--- config.mk ---
export PLATFORM = sky130hd
export DESIGN_NAME = updown_counter_flat
export DESIGN_NICKNAME = d
export VERILOG_FILES = /design/src/rtl/updown_counter_pkg.sv /design/src/rtl/updown_counter_if.sv /design/src/rtl/updown_counter_prescaler.sv /design/src/rtl/updown_counter.sv /design/src/flat_wrapper.sv
export SDC_FILE = /design/constraint.sdc
export NUM_CORES = 1
export LEC_CHECK = 0
export ABC_AREA = 1
export BUFFER_PORTS_ARGS = -buffer_cell sky130_fd_sc_hd__buf_2
export CAP_MARGIN = 5
export CORE_AREA = 3 3 40 42
export DETAILED_ROUTE_END_ITERATION = 10
export DIE_AREA = 0 0 43 45
export SYNTH_ARGS = -nofsm -noshare
export SYNTH_HDL_FRONTEND = slang
export SYNTH_HIERARCHICAL = 1
export SYNTH_SLANG_ARGS = --single-unit
--- constraint.sdc ---
create_clock -name clk -period 2.2 [get_ports clk]
set_clock_uncertainty 0.1 [all_clocks]
set_input_delay 0.44 -clock clk [delete_from_list [all_inputs] [get_ports clk]]
set_output_delay 0.44 -clock clk [all_outputs]
set_load 0.05 [all_outputs]
--- src/rtl/updown_counter_pkg.sv ---
// Shared types and parameter checks for the updown_counter family.
package counter_pkg;

    typedef enum logic {
        DIR_DOWN = 1'b0,
        DIR_UP   = 1'b1
    } dir_e;

    function automatic bit params_legal(input int unsigned width,
                                        input int unsigned modulus,
                                        input int unsigned prescale);
        return (width >= 1) && (width <= 31) &&
               (modulus >= 2) &&
               (64'(modulus) <= (64'd1 << width)) &&
               (prescale >= 1);
    endfunction

endpackage

--- src/rtl/updown_counter_if.sv ---
// Control/status bundle between a counter user (master) and updown_counter (slave).
interface updown_counter_if #(
    parameter int unsigned WIDTH = 4
);
    logic             enable;
    logic             up_down;
    logic             load;
    logic [WIDTH-1:0] load_value;
    logic             clear_flags;
    logic [WIDTH-1:0] counter_out;
    logic             tc;
    logic             overflow;
    logic             underflow;

    modport master (
        output enable, up_down, load, load_value, clear_flags,
        input  counter_out, tc, overflow, underflow
    );

    modport slave (
        input  enable, up_down, load, load_value, clear_flags,
        output counter_out, tc, overflow, underflow
    );
endinterface

--- src/rtl/updown_counter_prescaler.sv ---
// count_prescaler: divides enabled cycles by PRESCALE into single-cycle step strobes.
module count_prescaler #(
    parameter int unsigned PRESCALE = 1
) (
    input  logic clk,
    input  logic reset,
    input  logic clr,
    input  logic enable,
    output logic step
);
    localparam int unsigned     PW   = $clog2(PRESCALE) + 1;
    localparam logic [PW-1:0]   LAST = PW'(PRESCALE - 1);
    localparam logic [PW-1:0]   ONE  = PW'(1);

    logic [PW-1:0] presc_q;

    // With PRESCALE = 1, LAST is 0 so presc_q never leaves 0 and step == enable.
    assign step = enable && (presc_q == LAST);

    always_ff @(posedge clk) begin
        if (reset || clr) begin
            presc_q <= '0;
        end else if (enable) begin
            presc_q <= (presc_q == LAST) ? '0 : presc_q + ONE;
        end
    end

endmodule

--- src/rtl/updown_counter.sv ---
// Parametrised up/down counter with load, prescaler, terminal-count pulse and sticky flags.
// Define UPDOWN_COUNTER_SAT_EN to saturate at the range ends instead of wrapping.
module updown_counter
    import counter_pkg::*;
#(
    parameter int unsigned WIDTH    = 4,
    parameter int unsigned MODULUS  = 2**WIDTH,
    parameter int unsigned PRESCALE = 1
) (
    input logic              clk,
    input logic              reset,
    updown_counter_if.slave  bus
);
    if (!params_legal(WIDTH, MODULUS, PRESCALE)) begin : g_param_check
        $fatal(1, "updown_counter: illegal WIDTH/MODULUS/PRESCALE combination");
    end

    localparam logic [WIDTH:0]   MOD_EXT = (WIDTH+1)'(MODULUS);
    localparam logic [WIDTH:0]   ONE_EXT = (WIDTH+1)'(1);
    localparam logic [WIDTH-1:0] MAX_CNT = WIDTH'(MODULUS - 1);
`ifdef UPDOWN_COUNTER_SAT_EN
    localparam logic [WIDTH-1:0] WRAP_UP = MAX_CNT;
    localparam logic [WIDTH-1:0] WRAP_DN = '0;
`else
    localparam logic [WIDTH-1:0] WRAP_UP = '0;
    localparam logic [WIDTH-1:0] WRAP_DN = MAX_CNT;
`endif

    logic [WIDTH-1:0] count_q;
    logic             tc_q, overflow_q, underflow_q;

    logic             step, count_up, boundary, set_ovf, set_unf;
    logic [WIDTH:0]   count_ext, inc_ext, dec_ext, load_ext;
    logic [WIDTH-1:0] step_next, load_clamped;

    count_prescaler #(
        .PRESCALE(PRESCALE)
    ) u_presc (
        .clk   (clk),
        .reset (reset),
        .clr   (bus.load),
        .enable(bus.enable),
        .step  (step)
    );

    // Boundaries are found in WIDTH+1 bits: inc reaching MODULUS, or dec borrowing below 0.
    always_comb begin
        count_ext    = {1'b0, count_q};
        inc_ext      = count_ext + ONE_EXT;
        dec_ext      = count_ext - ONE_EXT;
        load_ext     = {1'b0, bus.load_value};
        count_up     = (bus.up_down == DIR_UP);
        load_clamped = (load_ext < MOD_EXT) ? bus.load_value : MAX_CNT;
        step_next    = count_q;
        boundary     = 1'b0;
        if (count_up) begin
            boundary  = (inc_ext == MOD_EXT);
            step_next = boundary ? WRAP_UP : inc_ext[WIDTH-1:0];
        end else begin
            boundary  = dec_ext[WIDTH];
            step_next = boundary ? WRAP_DN : dec_ext[WIDTH-1:0];
        end
        set_ovf = step && !bus.load && boundary && count_up;
        set_unf = step && !bus.load && boundary && !count_up;
    end

    always_ff @(posedge clk) begin
        if (reset) begin
            count_q     <= '0;
            tc_q        <= 1'b0;
            overflow_q  <= 1'b0;
            underflow_q <= 1'b0;
        end else begin
            tc_q <= 1'b0;
            if (bus.load) begin
                count_q <= load_clamped;
            end else if (step) begin
                count_q <= step_next;
                tc_q    <= boundary;
            end
            overflow_q  <= (overflow_q  && !bus.clear_flags) || set_ovf;
            underflow_q <= (underflow_q && !bus.clear_flags) || set_unf;
        end
    end

    assign bus.counter_out = count_q;
    assign bus.tc          = tc_q;
    assign bus.overflow    = overflow_q;
    assign bus.underflow   = underflow_q;

endmodule

--- src/flat_wrapper.sv ---
// flat-port wrapper written by rule: the top's interface ports become plain ports
module updown_counter_flat import counter_pkg::*;
#(
    parameter int unsigned WIDTH    = 4,
    parameter int unsigned MODULUS  = 2**WIDTH,
    parameter int unsigned PRESCALE = 1
)
  (clk, reset, bus_enable, bus_up_down, bus_load, bus_load_value, bus_clear_flags, bus_counter_out, bus_tc, bus_overflow, bus_underflow);
  updown_counter_if #(.WIDTH(WIDTH)) bus_i ();
  input logic clk;
  input logic reset;
  input wire logic [$bits(bus_i.enable)-1:0] bus_enable;
  input wire logic [$bits(bus_i.up_down)-1:0] bus_up_down;
  input wire logic [$bits(bus_i.load)-1:0] bus_load;
  input wire logic [$bits(bus_i.load_value)-1:0] bus_load_value;
  input wire logic [$bits(bus_i.clear_flags)-1:0] bus_clear_flags;
  output wire logic [$bits(bus_i.counter_out)-1:0] bus_counter_out;
  output wire logic [$bits(bus_i.tc)-1:0] bus_tc;
  output wire logic [$bits(bus_i.overflow)-1:0] bus_overflow;
  output wire logic [$bits(bus_i.underflow)-1:0] bus_underflow;
  assign bus_i.enable = bus_enable;
  assign bus_i.up_down = bus_up_down;
  assign bus_i.load = bus_load;
  assign bus_i.load_value = bus_load_value;
  assign bus_i.clear_flags = bus_clear_flags;
  assign bus_counter_out = bus_i.counter_out;
  assign bus_tc = bus_i.tc;
  assign bus_overflow = bus_i.overflow;
  assign bus_underflow = bus_i.underflow;
  updown_counter #(.WIDTH(WIDTH), .MODULUS(MODULUS), .PRESCALE(PRESCALE)) u_core (.clk(clk), .reset(reset), .bus(bus_i));
endmodule
-- Word-level counts from Yosys, hierarchy flattened
Cells that the tools add are included.
- register bits: 8
- output and inout bits: 7
- add/sub/neg operators: 3
- equal/unequal tests: 1
- mux-type cells: 7
- bitwise gates (word level): 2
- reduce and logical (&&, ||, !) cells: 15
- operators with widths (operator ; count):
    $mux W4 ; 5
    $logic_and A1 B1 Y1 ; 7
    $add A4 B1 Y5 const B ; 1
    $eq A5 B5 Y1 const B ; 1
    $sub A4 B1 Y5 const B ; 1
    $logic_not A1 Y1 ; 3
    $logic_or A1 B1 Y1 ; 3
    $reduce_or A3 Y1 ; 1
    $mux W1 ; 2
    $not A1 Y1 ; 2
    $reduce_bool A2 Y1 ; 1
    $add A1 B1 Y1 const B ; 1

-- Longest topological paths before layout
Gate-level depths: netlist of run 1.
- word-level depth: 6
- gate-level depth with buffers: 8

-- By module
The synthesis of run 1 kept the hierarchy.
- by module, submodules not included (module ; times used ; cells an instance ; area an instance (um2)):
    updown_counter ; 1 ; 64 ; 449.2
    count_prescaler ; 1 ; 1 ; 7.5

-- Worst setup path before layout of run 1
OpenSTA, ideal clock, no wires.
- kind: reg2reg
- start point: register u_core.count_q[0], in the netlist u_core/bus.counter_out[0]
- end point: register u_core.count_q[1], in the netlist u_core/bus.counter_out[1]
- setup time: 0.121 ns
- data arrival time: 1.460 ns
- data required time: 1.979 ns
- slack: 0.519 ns
- stages on the path, launching flop included: 6
- period minus slack after synthesis: 1.681 ns
- cell sequence: dfxtp_1 > inv_1 > ha_1 > o21a_1 > o21ai_1 > a21oi_1
- longest elaborated chain between the ends: 6
- elaborated cells between the ends (all ways): 8
- those cells by class: 2 x add/sub; 1 x eq/ne; 5 x mux
- ends and longest elaborated chain (what ; RTL line ; source):
    start: declaration ; updown_counter.sv:29 ; logic [WIDTH-1:0] count_q;
    start signal: assignment ; updown_counter.sv:76 ; count_q <= load_clamped;
    start signal: assignment ; updown_counter.sv:78 ; count_q <= step_next;
    $add A4 B1 Y5 ; updown_counter.sv:49 ; inc_ext = count_ext + ONE_EXT;
    $eq A5 B5 Y1 ; updown_counter.sv:57 ; boundary = (inc_ext == MOD_EXT);
    $mux W4 ; updown_counter.sv:58 ; step_next = boundary ? WRAP_UP : inc_ext[WIDTH-1:0];
    $mux W4 * ; updown_counter.sv:56 ; if (count_up) begin
    $mux W4 * ; updown_counter.sv:77 ; end else if (step) begin
    $mux W4 * ; updown_counter.sv:75 ; if (bus.load) begin
Mark *: on every way between the ends. The rest lies on a longest branch, timed or not. The select of a mux whose other input is x is not followed.
A chain may end at the register's enable or synchronous reset.

-- Worst setup path in the final report of run 1
- start point: register u_core.count_q[2], in the netlist u_core/bus.counter_out[2]
- end point: output bus_counter_out[2]
- RTL lines (what ; RTL line ; source):
    end: declaration ; flat_wrapper.sv:17 ; output wire logic [$bits(bus_i.counter_out)-1:0] bus_counter_out;
No word-level cell between the ends.

==> impl_results.html, run 1 <==
<table>
<tr><th>Metric</th><th>Value</th></tr>
<tr><th colspan="2">Power and ir drop</th></tr>
<tr><td>Clock power frac</td><td>0.334</td></tr>
<tr><td>Total power per unit cell area</td><td>about 630 nW/um2</td></tr>
<tr><td>Pint</td><td>roughly 0.23 mW</td></tr>
<tr><td>Part of the total power dissipated in combinational logic</td><td>0.254</td></tr>
<tr><td>Static leakage</td><td>a little under 0.3 nW</td></tr>
<tr><td>Max VDD drop</td><td>about 0.00037 V</td></tr>
<tr><td>Share of power burned in registers</td><td>0.412</td></tr>
<tr><td>Share of total power consumed by net switching</td><td>0.3400</td></tr>
<tr><td>Total power after layout</td><td>between 0.3 and 0.4 mW</td></tr>
<tr><td>Switching power</td><td>between 0.1 and 0.15 mW</td></tr>
<tr><th colspan="2">Global routing</th></tr>
<tr><td>Initial antenna violation count</td><td>0</td></tr>
<tr><td>Maximum number of pins on one net before global-route repair</td><td>9</td></tr>
<tr><td>Global-route congestion overflow total</td><td>0</td></tr>
<tr><td>Total Routing Usage GR</td><td>0.1167</td></tr>
<tr><td>Global Route met2 Usage</td><td>0.1617</td></tr>
<tr><td>Met3 track utilization from global routing</td><td>0.02390</td></tr>
<tr><td>Grt peak-use layer</td><td>met2</td></tr>
<tr><td>M1 GR Usage</td><td>0.1570</td></tr>
<tr><td>Number of global-route vias before repair</td><td>just under 400</td></tr>
<tr><td>Global-route wire length before repair</td><td>around 1.7 mm</td></tr>
<tr><th colspan="2">Synth</th></tr>
<tr><td>Number of distinct standard cells referenced by the synthesized netlist</td><td>20</td></tr>
<tr><td>Number of synthesized register bits</td><td>7</td></tr>
<tr><td>Synthesized netlist cell count</td><td>65</td></tr>
<tr><td>Net count after synthesis</td><td>77</td></tr>
<tr><td>Avg Inst Size Synth</td><td>about 7.0 um2</td></tr>
<tr><td>Count of warnings emitted by yosys</td><td>6</td></tr>
<tr><td>Sequential area share after synthesis</td><td>0.3068</td></tr>
<tr><td>Cell area after technology mapping</td><td>about 460 um2</td></tr>
<tr><th colspan="2">Cells and area</th></tr>
<tr><td>Fraction of layout instances using a drive strength above 1</td><td>0.3373</td></tr>
<tr><td>NumNets Final</td><td>96</td></tr>
<tr><td>Post-route insts no fill</td><td>98</td></tr>
<tr><td>Most common cell after layout, fill and taps aside</td><td>nand2_1</td></tr>
<tr><td>Commonest cells after routing, fill and taps aside</td><td>nand2_1, buf_2, dfxtp_1, inv_1</td></tr>
<tr><td>FILL cells</td><td>153</td></tr>
<tr><td>Synth-to-Final Area Change</td><td>23.29%</td></tr>
<tr><td>Post-Route Utilization</td><td>0.4382</td></tr>
<tr><td>Final antenna diode count</td><td>0</td></tr>
<tr><th colspan="2">STA</th></tr>
<tr><td>Number of pins with negative max-slew slack in the final report</td><td>0</td></tr>
<tr><td>Worst relative slew slack</td><td>0.7592</td></tr>
<tr><td>Fmax</td><td>602.8 MHz</td></tr>
<tr><td>Tmin final</td><td>around 1700 ps</td></tr>
<tr><td>Worst Max-Slew Pin Slew</td><td>about 360 ps</td></tr>
<tr><td>Unrepaired setup endpoints after global routing</td><td>false</td></tr>
<tr><td>Final worst path period share</td><td>0.7541</td></tr>
<tr><td>Final TNS setup</td><td>0 ps</td></tr>
<tr><td>Final hold violations</td><td>0</td></tr>
<tr><td>Count of final setup violators</td><td>0</td></tr>
<tr><th colspan="2">Floorplan</th></tr>
<tr><td>FP Rows</td><td>13</td></tr>
<tr><td>Die extent in x</td><td>between 40 and 50 um</td></tr>
<tr><td>Total I/O pin count</td><td>17</td></tr>
<tr><td>Floorplan die height</td><td>around 45 um</td></tr>
<tr><td>Total core area</td><td>1285 um2</td></tr>
<tr><td>Die Outline Area</td><td>1935 um2</td></tr>
<tr><td>Initial core utilization</td><td>0.3554</td></tr>
<tr><th colspan="2">CTS</th></tr>
<tr><td>Clk pin slew, worst setup/hold paths</td><td>approximately 50 ps</td></tr>
<tr><td>Clock Root Buffer</td><td>clkbuf_4</td></tr>
<tr><td>Max Buffers Root-to-Sink</td><td>2</td></tr>
<tr><td>Post-CTS Setup Bufs</td><td>0</td></tr>
<tr><td>Count of hold-fix buffers inserted at cts</td><td>0</td></tr>
<tr><td>Post-CTS sizing</td><td>0</td></tr>
<tr><td>Count of H-tree levels built during CTS</td><td>1</td></tr>
<tr><td>Clock tree from TritonCTS</td><td>done</td></tr>
<tr><td>Inserted Clock Buffers</td><td>3</td></tr>
<tr><td>Insertion delay to the later sink of the worst-skew pair</td><td>between 200 and 300 ps</td></tr>
<tr><td>Number of sinks handled by clock tree synthesis</td><td>7</td></tr>
<tr><th colspan="2">Critical path</th></tr>
<tr><td>Critical path launch point type</td><td>register</td></tr>
<tr><td>Worst-path cell with the longest stage delay</td><td>dfxtp_1</td></tr>
<tr><td>Peak fanout along the critical path</td><td>8</td></tr>
<tr><td>Maximum cell stage delay along the critical path</td><td>between 500 and 600 ps</td></tr>
<tr><td>Reg-to-reg setup timing slack</td><td>760 ps</td></tr>
<tr><td>Arrival time at the worst endpoint</td><td>1120 ps</td></tr>
<tr><td>Family of cells with the greatest summed delay on the critical path</td><td>flip-flops</td></tr>
<tr><td>Critical path buffer and inverter count</td><td>1</td></tr>
<tr><td>Required @ worst endpoint</td><td>1660 ps</td></tr>
<tr><td>Capturing element type of the critical path</td><td>primary output</td></tr>
<tr><td>Cells along the critical path</td><td>buf_2</td></tr>
<tr><td>Crit Path Category</td><td>reg2out</td></tr>
<tr><th colspan="2">Hold path</th></tr>
<tr><td>Type of the most critical hold path</td><td>in2reg</td></tr>
<tr><th colspan="2">Detailed routing</th></tr>
<tr><td>Final antenna-violating net count</td><td>0</td></tr>
<tr><td>Drt first pass iters</td><td>4</td></tr>
<tr><td>Via count</td><td>approximately 460</td></tr>
<tr><td>Mean routed wirelength per cell</td><td>between 9 and 10 um</td></tr>
<tr><td>Final routed DRC violation total</td><td>0</td></tr>
<tr><td>DRT Wirelength</td><td>about 980 um</td></tr>
<tr><td>DRC marker count from the first detailed-route iteration</td><td>10</td></tr>
<tr><td>Via-to-Cell Ratio</td><td>4.653</td></tr>
<tr><th colspan="2">Run status</th></tr>
<tr><td>Status</td><td>finished clean</td></tr>
<tr><th colspan="2">Placed design</th></tr>
<tr><td>Total instance count after detailed placement</td><td>94</td></tr>
<tr><td>Port bufs</td><td>16</td></tr>
<tr><td>HPWL after detailed placement</td><td>roughly 800 um</td></tr>
<tr><td>Final RePlAce weighted congestion</td><td>just under 0.8</td></tr>
<tr><th colspan="2">Run</th></tr>
<tr><td># Max-Cap Violations</td><td>0</td></tr>
</table>
[flip-flops by register name (all words and copies together), names as in the netlist]
signal and count:
u_core/bus.underflow 1, u_core/bus.tc 1, u_core/bus.overflow 1, u_core/bus.counter_out 4
[cell usage after synthesis]
library cell	instances	area, um2
nor2_4	1	11.26
dfxtp_1	7	140.1
nand3_2	1	10.01
ha_1	2	25.02
nand4_1	3	18.77
inv_1	6	22.52
nand2_1	18	67.56
inv_2	3	11.26
nor2_2	3	18.77
o21a_1	1	7.510
buf_4	1	7.510
nand3_1	4	20.02
nor2_1	2	7.510
o21ai_1	2	10.01
a22oi_1	3	22.52
a21oi_1	4	20.02
nor3_2	1	10.01
buf_6	1	11.26
a31oi_1	1	6.260
xor2_1	1	8.760
[cells by family after synthesis]
| kind of cell | after synthesis | share of synthesized area |
|---|---|---|
| and+or+nand+nor | 33 | 0.3589 |
| AOI/OAI and AO/OA | 11 | 0.1452 |
| DFF | 7 | 0.3068 |
| adders and majority gates | 2 | 0.05479 |
| xor gates and xnor gates | 1 | 0.01918 |
| buffers and inverters | 11 | 0.1151 |
[through the flow]
step | area [um2] | worst slack [ps] | hold slack (ps)
finish | 563.0 | 541.0 | 329.3
detailed placement | 536.8 | 774.7 | 365.2
global route | 563.0 | 469.9 | 332.4
global placement | 536.8 | 774.6 | 359.0
CTS | 563.0 | 525.3 | 319.0
floorplan | 456.7 | 518.7 | 406.9
[path summary, 6_finish.rpt]
| check | start | cells after the start | end |
|---|---|---|---|
| worst max-delay path | u_core/bus.counter_out[2] | 1 | bus_counter_out[2] |
| worst min-delay path | reset | 2 | u_core/bus.tc |
| worst max register to register | u_core/bus.counter_out[0] | 8 | u_core/bus.counter_out[3] |
| worst min register to register | u_core/bus.overflow | 2 | u_core/bus.overflow |
[power by group through the flow]
stage / registers, mW / logic, mW / clock network [mW]
CTS: 0.146 / 0.0902 / 0.125
global placement: 0.149 / 0.0898 / 0
finish: 0.146 / 0.0897 / 0.118
global route: 0.148 / 0.0992 / 0.131
detailed placement: 0.149 / 0.0899 / 0
floorplan: 0.166 / 0.0496 / 0
[final cells by class]
cell class                 instances  area, um2  area share
tap                               15      18.77     0.03333
clock buffer                       4      26.28     0.04667
timing repair buffer              16      80.08      0.1422
multi-input combinational         47      264.0      0.4689
inverter                           9      33.78     0.06000
sequential                         7      140.1      0.2489
[layer usage]
| layer | share of wire | vias to the layer above |
|---|---|---|
| met3 | 0.049 | 2 |
| met1 | 0.51 | 195 |
| met4 | 0.0092 | 0 |
| met5 | 0 | - |
| li1 | - | 251 |
| met2 | 0.43 | 8 |
Power figures use the tool's default switching activity.
==> run 2: changes to the inputs <==
Clock period 2.2 ns to 1.6 ns, I/O delays scaled along.
==> run 2 against run 1 <==
Effect of this change: non-clock buffer count stayed put; wire length is 4.3% higher; power is 38% higher; cell count stayed put; die area stayed put; critical path depth stayed put; core utilization is 0.29 points higher; global-route usage is 0.83 points higher; sequential share of layout area is 0.50 points higher.
==> impl_results.html, run 2 (same netlist as run 1, synthesis figures left out) <==
<table>
<tr><th>Metric</th><th>Value</th></tr>
<tr><th colspan="2">CTS</th></tr>
<tr><td>Clock tree from TritonCTS</td><td>done (unchanged)</td></tr>
<tr><td>Count of H-tree levels built during CTS</td><td>1 (unchanged)</td></tr>
<tr><td>Clk pin slew, worst setup/hold paths</td><td>60 ps (was 50 ps)</td></tr>
<tr><td>Insertion delay to the later sink of the worst-skew pair</td><td>250 ps (about the same)</td></tr>
<tr><td>Inserted Clock Buffers</td><td>3 (unchanged)</td></tr>
<tr><td>Count of hold-fix buffers inserted at cts</td><td>0 (unchanged)</td></tr>
<tr><td>Clock Root Buffer</td><td>clkbuf_4 (unchanged)</td></tr>
<tr><td>Max Buffers Root-to-Sink</td><td>2 (unchanged)</td></tr>
<tr><td>Number of sinks handled by clock tree synthesis</td><td>7 (unchanged)</td></tr>
<tr><th colspan="2">Cells and area</th></tr>
<tr><td>Fraction of layout instances using a drive strength above 1</td><td>0.3735 (was 0.3373)</td></tr>
<tr><td>Largest register FFs</td><td>4 (unchanged)</td></tr>
<tr><td>Final antenna diode count</td><td>0 (unchanged)</td></tr>
<tr><td>Synth-to-Final Area Change</td><td>24.11% (was 23.29%)</td></tr>
<tr><td>NumNets Final</td><td>96 (unchanged)</td></tr>
<tr><td>Most common cell after layout, fill and taps aside</td><td>nand2_1 (unchanged)</td></tr>
<tr><td>Post-Route Utilization</td><td>0.4411 (was 0.4382)</td></tr>
<tr><td>Post-layout instance area</td><td>566.8 um2 (was 563.0 um2)</td></tr>
<tr><td>FILL cells</td><td>143 (was 153)</td></tr>
<tr><td>Commonest cells after routing, fill and taps aside</td><td>nand2_1, buf_2, inv_1 (was nand2_1, buf_2, dfxtp_1, inv_1)</td></tr>
<tr><th colspan="2">Run</th></tr>
<tr><td># Max-Cap Violations</td><td>0 (unchanged)</td></tr>
<tr><th colspan="2">Floorplan</th></tr>
<tr><td>FP Rows</td><td>13 (unchanged)</td></tr>
<tr><td>Die Outline Area</td><td>1935 um2 (unchanged)</td></tr>
<tr><td>Total I/O pin count</td><td>17 (unchanged)</td></tr>
<tr><td>Initial core utilization</td><td>0.3554 (unchanged)</td></tr>
<tr><td>Total core area</td><td>1285 um2 (unchanged)</td></tr>
<tr><td>Die extent in x</td><td>43 um (unchanged)</td></tr>
<tr><td>Floorplan die height</td><td>45 um (unchanged)</td></tr>
<tr><th colspan="2">Global routing</th></tr>
<tr><td>Number of global-route vias before repair</td><td>414 (was 389)</td></tr>
<tr><td>Total Routing Usage GR</td><td>0.1250 (was 0.1167)</td></tr>
<tr><td>Initial antenna violation count</td><td>0 (unchanged)</td></tr>
<tr><td>Global-route wire length before repair</td><td>1.794 mm (was 1.656 mm)</td></tr>
<tr><td>Maximum number of pins on one net before global-route repair</td><td>9 (unchanged)</td></tr>
<tr><td>Global-route congestion overflow total</td><td>0 (unchanged)</td></tr>
<tr><th colspan="2">Detailed routing</th></tr>
<tr><td>Via-to-Cell Ratio</td><td>4.735 (was 4.653)</td></tr>
<tr><td>Final routed DRC violation total</td><td>0 (unchanged)</td></tr>
<tr><td>DRC marker count from the first detailed-route iteration</td><td>7 (was 10)</td></tr>
<tr><td>Mean routed wirelength per cell</td><td>10.38 um (was 9.949 um)</td></tr>
<tr><td>Final antenna-violating net count</td><td>0 (unchanged)</td></tr>
<tr><td>Via count</td><td>464 (was 456)</td></tr>
<tr><td>Drt first pass iters</td><td>4 (unchanged)</td></tr>
<tr><td>DRT Wirelength</td><td>1.017 mm (was 975 um)</td></tr>
<tr><th colspan="2">Critical path</th></tr>
<tr><td>Family of cells with the greatest summed delay on the critical path</td><td>flip-flops (unchanged)</td></tr>
<tr><td>Crit Path Category</td><td>reg2out (unchanged)</td></tr>
<tr><td>Reg-to-reg setup timing slack</td><td>240 ps (was 760 ps)</td></tr>
<tr><td>Required @ worst endpoint</td><td>1180 ps (was 1660 ps)</td></tr>
<tr><td>Capturing element type of the critical path</td><td>primary output (unchanged)</td></tr>
<tr><td>Worst-path cell with the longest stage delay</td><td>dfxtp_1 (unchanged)</td></tr>
<tr><td>Cells along the critical path</td><td>buf_2 (unchanged)</td></tr>
<tr><td>Worst R2R Path Depth</td><td>8 (unchanged)</td></tr>
<tr><td>Startpoint of the worst register-to-register path</td><td>u_core/bus.counter_out[0] (unchanged)</td></tr>
<tr><td>Critical path launch point type</td><td>register (unchanged)</td></tr>
<tr><td>Peak fanout along the critical path</td><td>6 (was 8)</td></tr>
<tr><td>Arrival time at the worst endpoint</td><td>1030 ps (was 1120 ps)</td></tr>
<tr><td>Maximum cell stage delay along the critical path</td><td>460 ps (was 530 ps)</td></tr>
<tr><td>Reg2Reg Capture Point</td><td>u_core/bus.counter_out[3] (unchanged)</td></tr>
<tr><td>Critical path buffer and inverter count</td><td>1 (unchanged)</td></tr>
<tr><th colspan="2">Power and ir drop</th></tr>
<tr><td>Max VDD drop</td><td>0.0004886 V (was 0.0003653 V)</td></tr>
<tr><td>Total power per unit cell area</td><td>862.7 nW/um2 (was 627.8 nW/um2)</td></tr>
<tr><td>Total power after layout</td><td>0.4890 mW (was 0.3535 mW)</td></tr>
<tr><td>Static leakage</td><td>0.2914 nW (was 0.2905 nW)</td></tr>
<tr><th colspan="2">Hold path</th></tr>
<tr><td>Start point of the worst min-delay path</td><td>reset (unchanged)</td></tr>
<tr><td>WHS Path Cells</td><td>2 (unchanged)</td></tr>
<tr><td>Type of the most critical hold path</td><td>in2reg (unchanged)</td></tr>
<tr><td>Endpoint of the worst hold path</td><td>u_core/bus.counter_out[1] (was u_core/bus.tc)</td></tr>
<tr><th colspan="2">STA</th></tr>
<tr><td>Tmin final</td><td>1449 ps</td></tr>
<tr><td>Worst relative slew slack</td><td>0.8206 (was 0.7592)</td></tr>
<tr><td>Final hold violations</td><td>0 (unchanged)</td></tr>
<tr><td>Final worst path period share</td><td>0.9057</td></tr>
<tr><td>Final TNS setup</td><td>0 ps (unchanged)</td></tr>
<tr><td>Fmax</td><td>between 600 and 700 MHz</td></tr>
<tr><td>Number of pins with negative max-slew slack in the final report</td><td>0 (unchanged)</td></tr>
<tr><td>Unrepaired setup endpoints after global routing</td><td>false (unchanged)</td></tr>
<tr><td>Hold_ws</td><td>215.1 ps (was 329.3 ps)</td></tr>
<tr><td>Count of final setup violators</td><td>0 (unchanged)</td></tr>
<tr><td>Worst Max-Slew Pin Slew</td><td>268.1 ps (was 360.7 ps)</td></tr>
<tr><th colspan="2">Placed design</th></tr>
<tr><td>HPWL after detailed placement</td><td>801.6 um (was 782.1 um)</td></tr>
<tr><td>Port bufs</td><td>16 (unchanged)</td></tr>
<tr><td>Final RePlAce weighted congestion</td><td>0.7385 (was 0.7727)</td></tr>
<tr><td>Area after DPL</td><td>539.3 um2 (was 536.8 um2)</td></tr>
<tr><th colspan="2">Run status</th></tr>
<tr><td>Status</td><td>finished clean (unchanged)</td></tr>
</table>
run 2: power breakdown:
| part | internal [mW] | total, mW | switching (mW) |
|---|---|---|---|
| Clock | 0.0953 | 0.162 | 0.0665 |
| Combinational | 0.0422 | 0.126 | 0.0837 |
| Sequential | 0.185 | 0.201 | 0.0165 |
| Total | 0.322 | 0.489 | 0.167 |
run 2: routing by layer:
metal	track usage	share of wire	vias to the layer above
li1	-	-	252
met1	0.1715	0.52	203
met2	0.1707	0.41	7
met3	0.03984	0.052	2
met4	0.07229	0.0098	0
met5	0	0	-
run 2: area by class of cell:
| cell class | instances | area (um2) | share of cell area |
|---|---|---|---|
| inverters | 9 | 33.78 | 0.05960 |
| well taps | 15 | 18.77 | 0.03311 |
| repair buffers | 16 | 80.08 | 0.1413 |
| flip-flops and latches | 7 | 143.9 | 0.2539 |
| clock buffers | 4 | 26.28 | 0.04636 |
| multi-input cells | 47 | 264.0 | 0.4658 |
run 2: stage by stage:
step | worst slack [ps] | instances
after CTS | 55.51 | 98
after global routing | 101.8 | 98
after global placement | 293.0 | 94
final | 150.8 | 98
after floorplan | 141.2 | 65
after detailed placement | 267.9 | 94
run 2: worst max path at each step:
stage	start	to	slack, ps	cells after the start
6_report	u_core/bus.counter_out[3]	bus_counter_out[3]	150	1
5_1_grt	u_core/bus.counter_out[0]	u_core/bus.counter_out[0]	100	8
3_5_place_dp	u_core/bus.counter_out[0]	u_core/bus.counter_out[3]	270	8
3_3_place_gp	u_core/bus.counter_out[0]	u_core/bus.counter_out[3]	290	8
2_1_floorplan	u_core/bus.counter_out[0]	u_core/bus.counter_out[1]	140	5
4_1_cts	u_core/bus.counter_out[2]	bus_counter_out[2]	60	1
run 2: what timing repair did:
action / in CTS / in global routing
gates resized for setup: 0 / 1
setup buffers: 0 / 0
endpoints found under the setup margin: 0 / 1
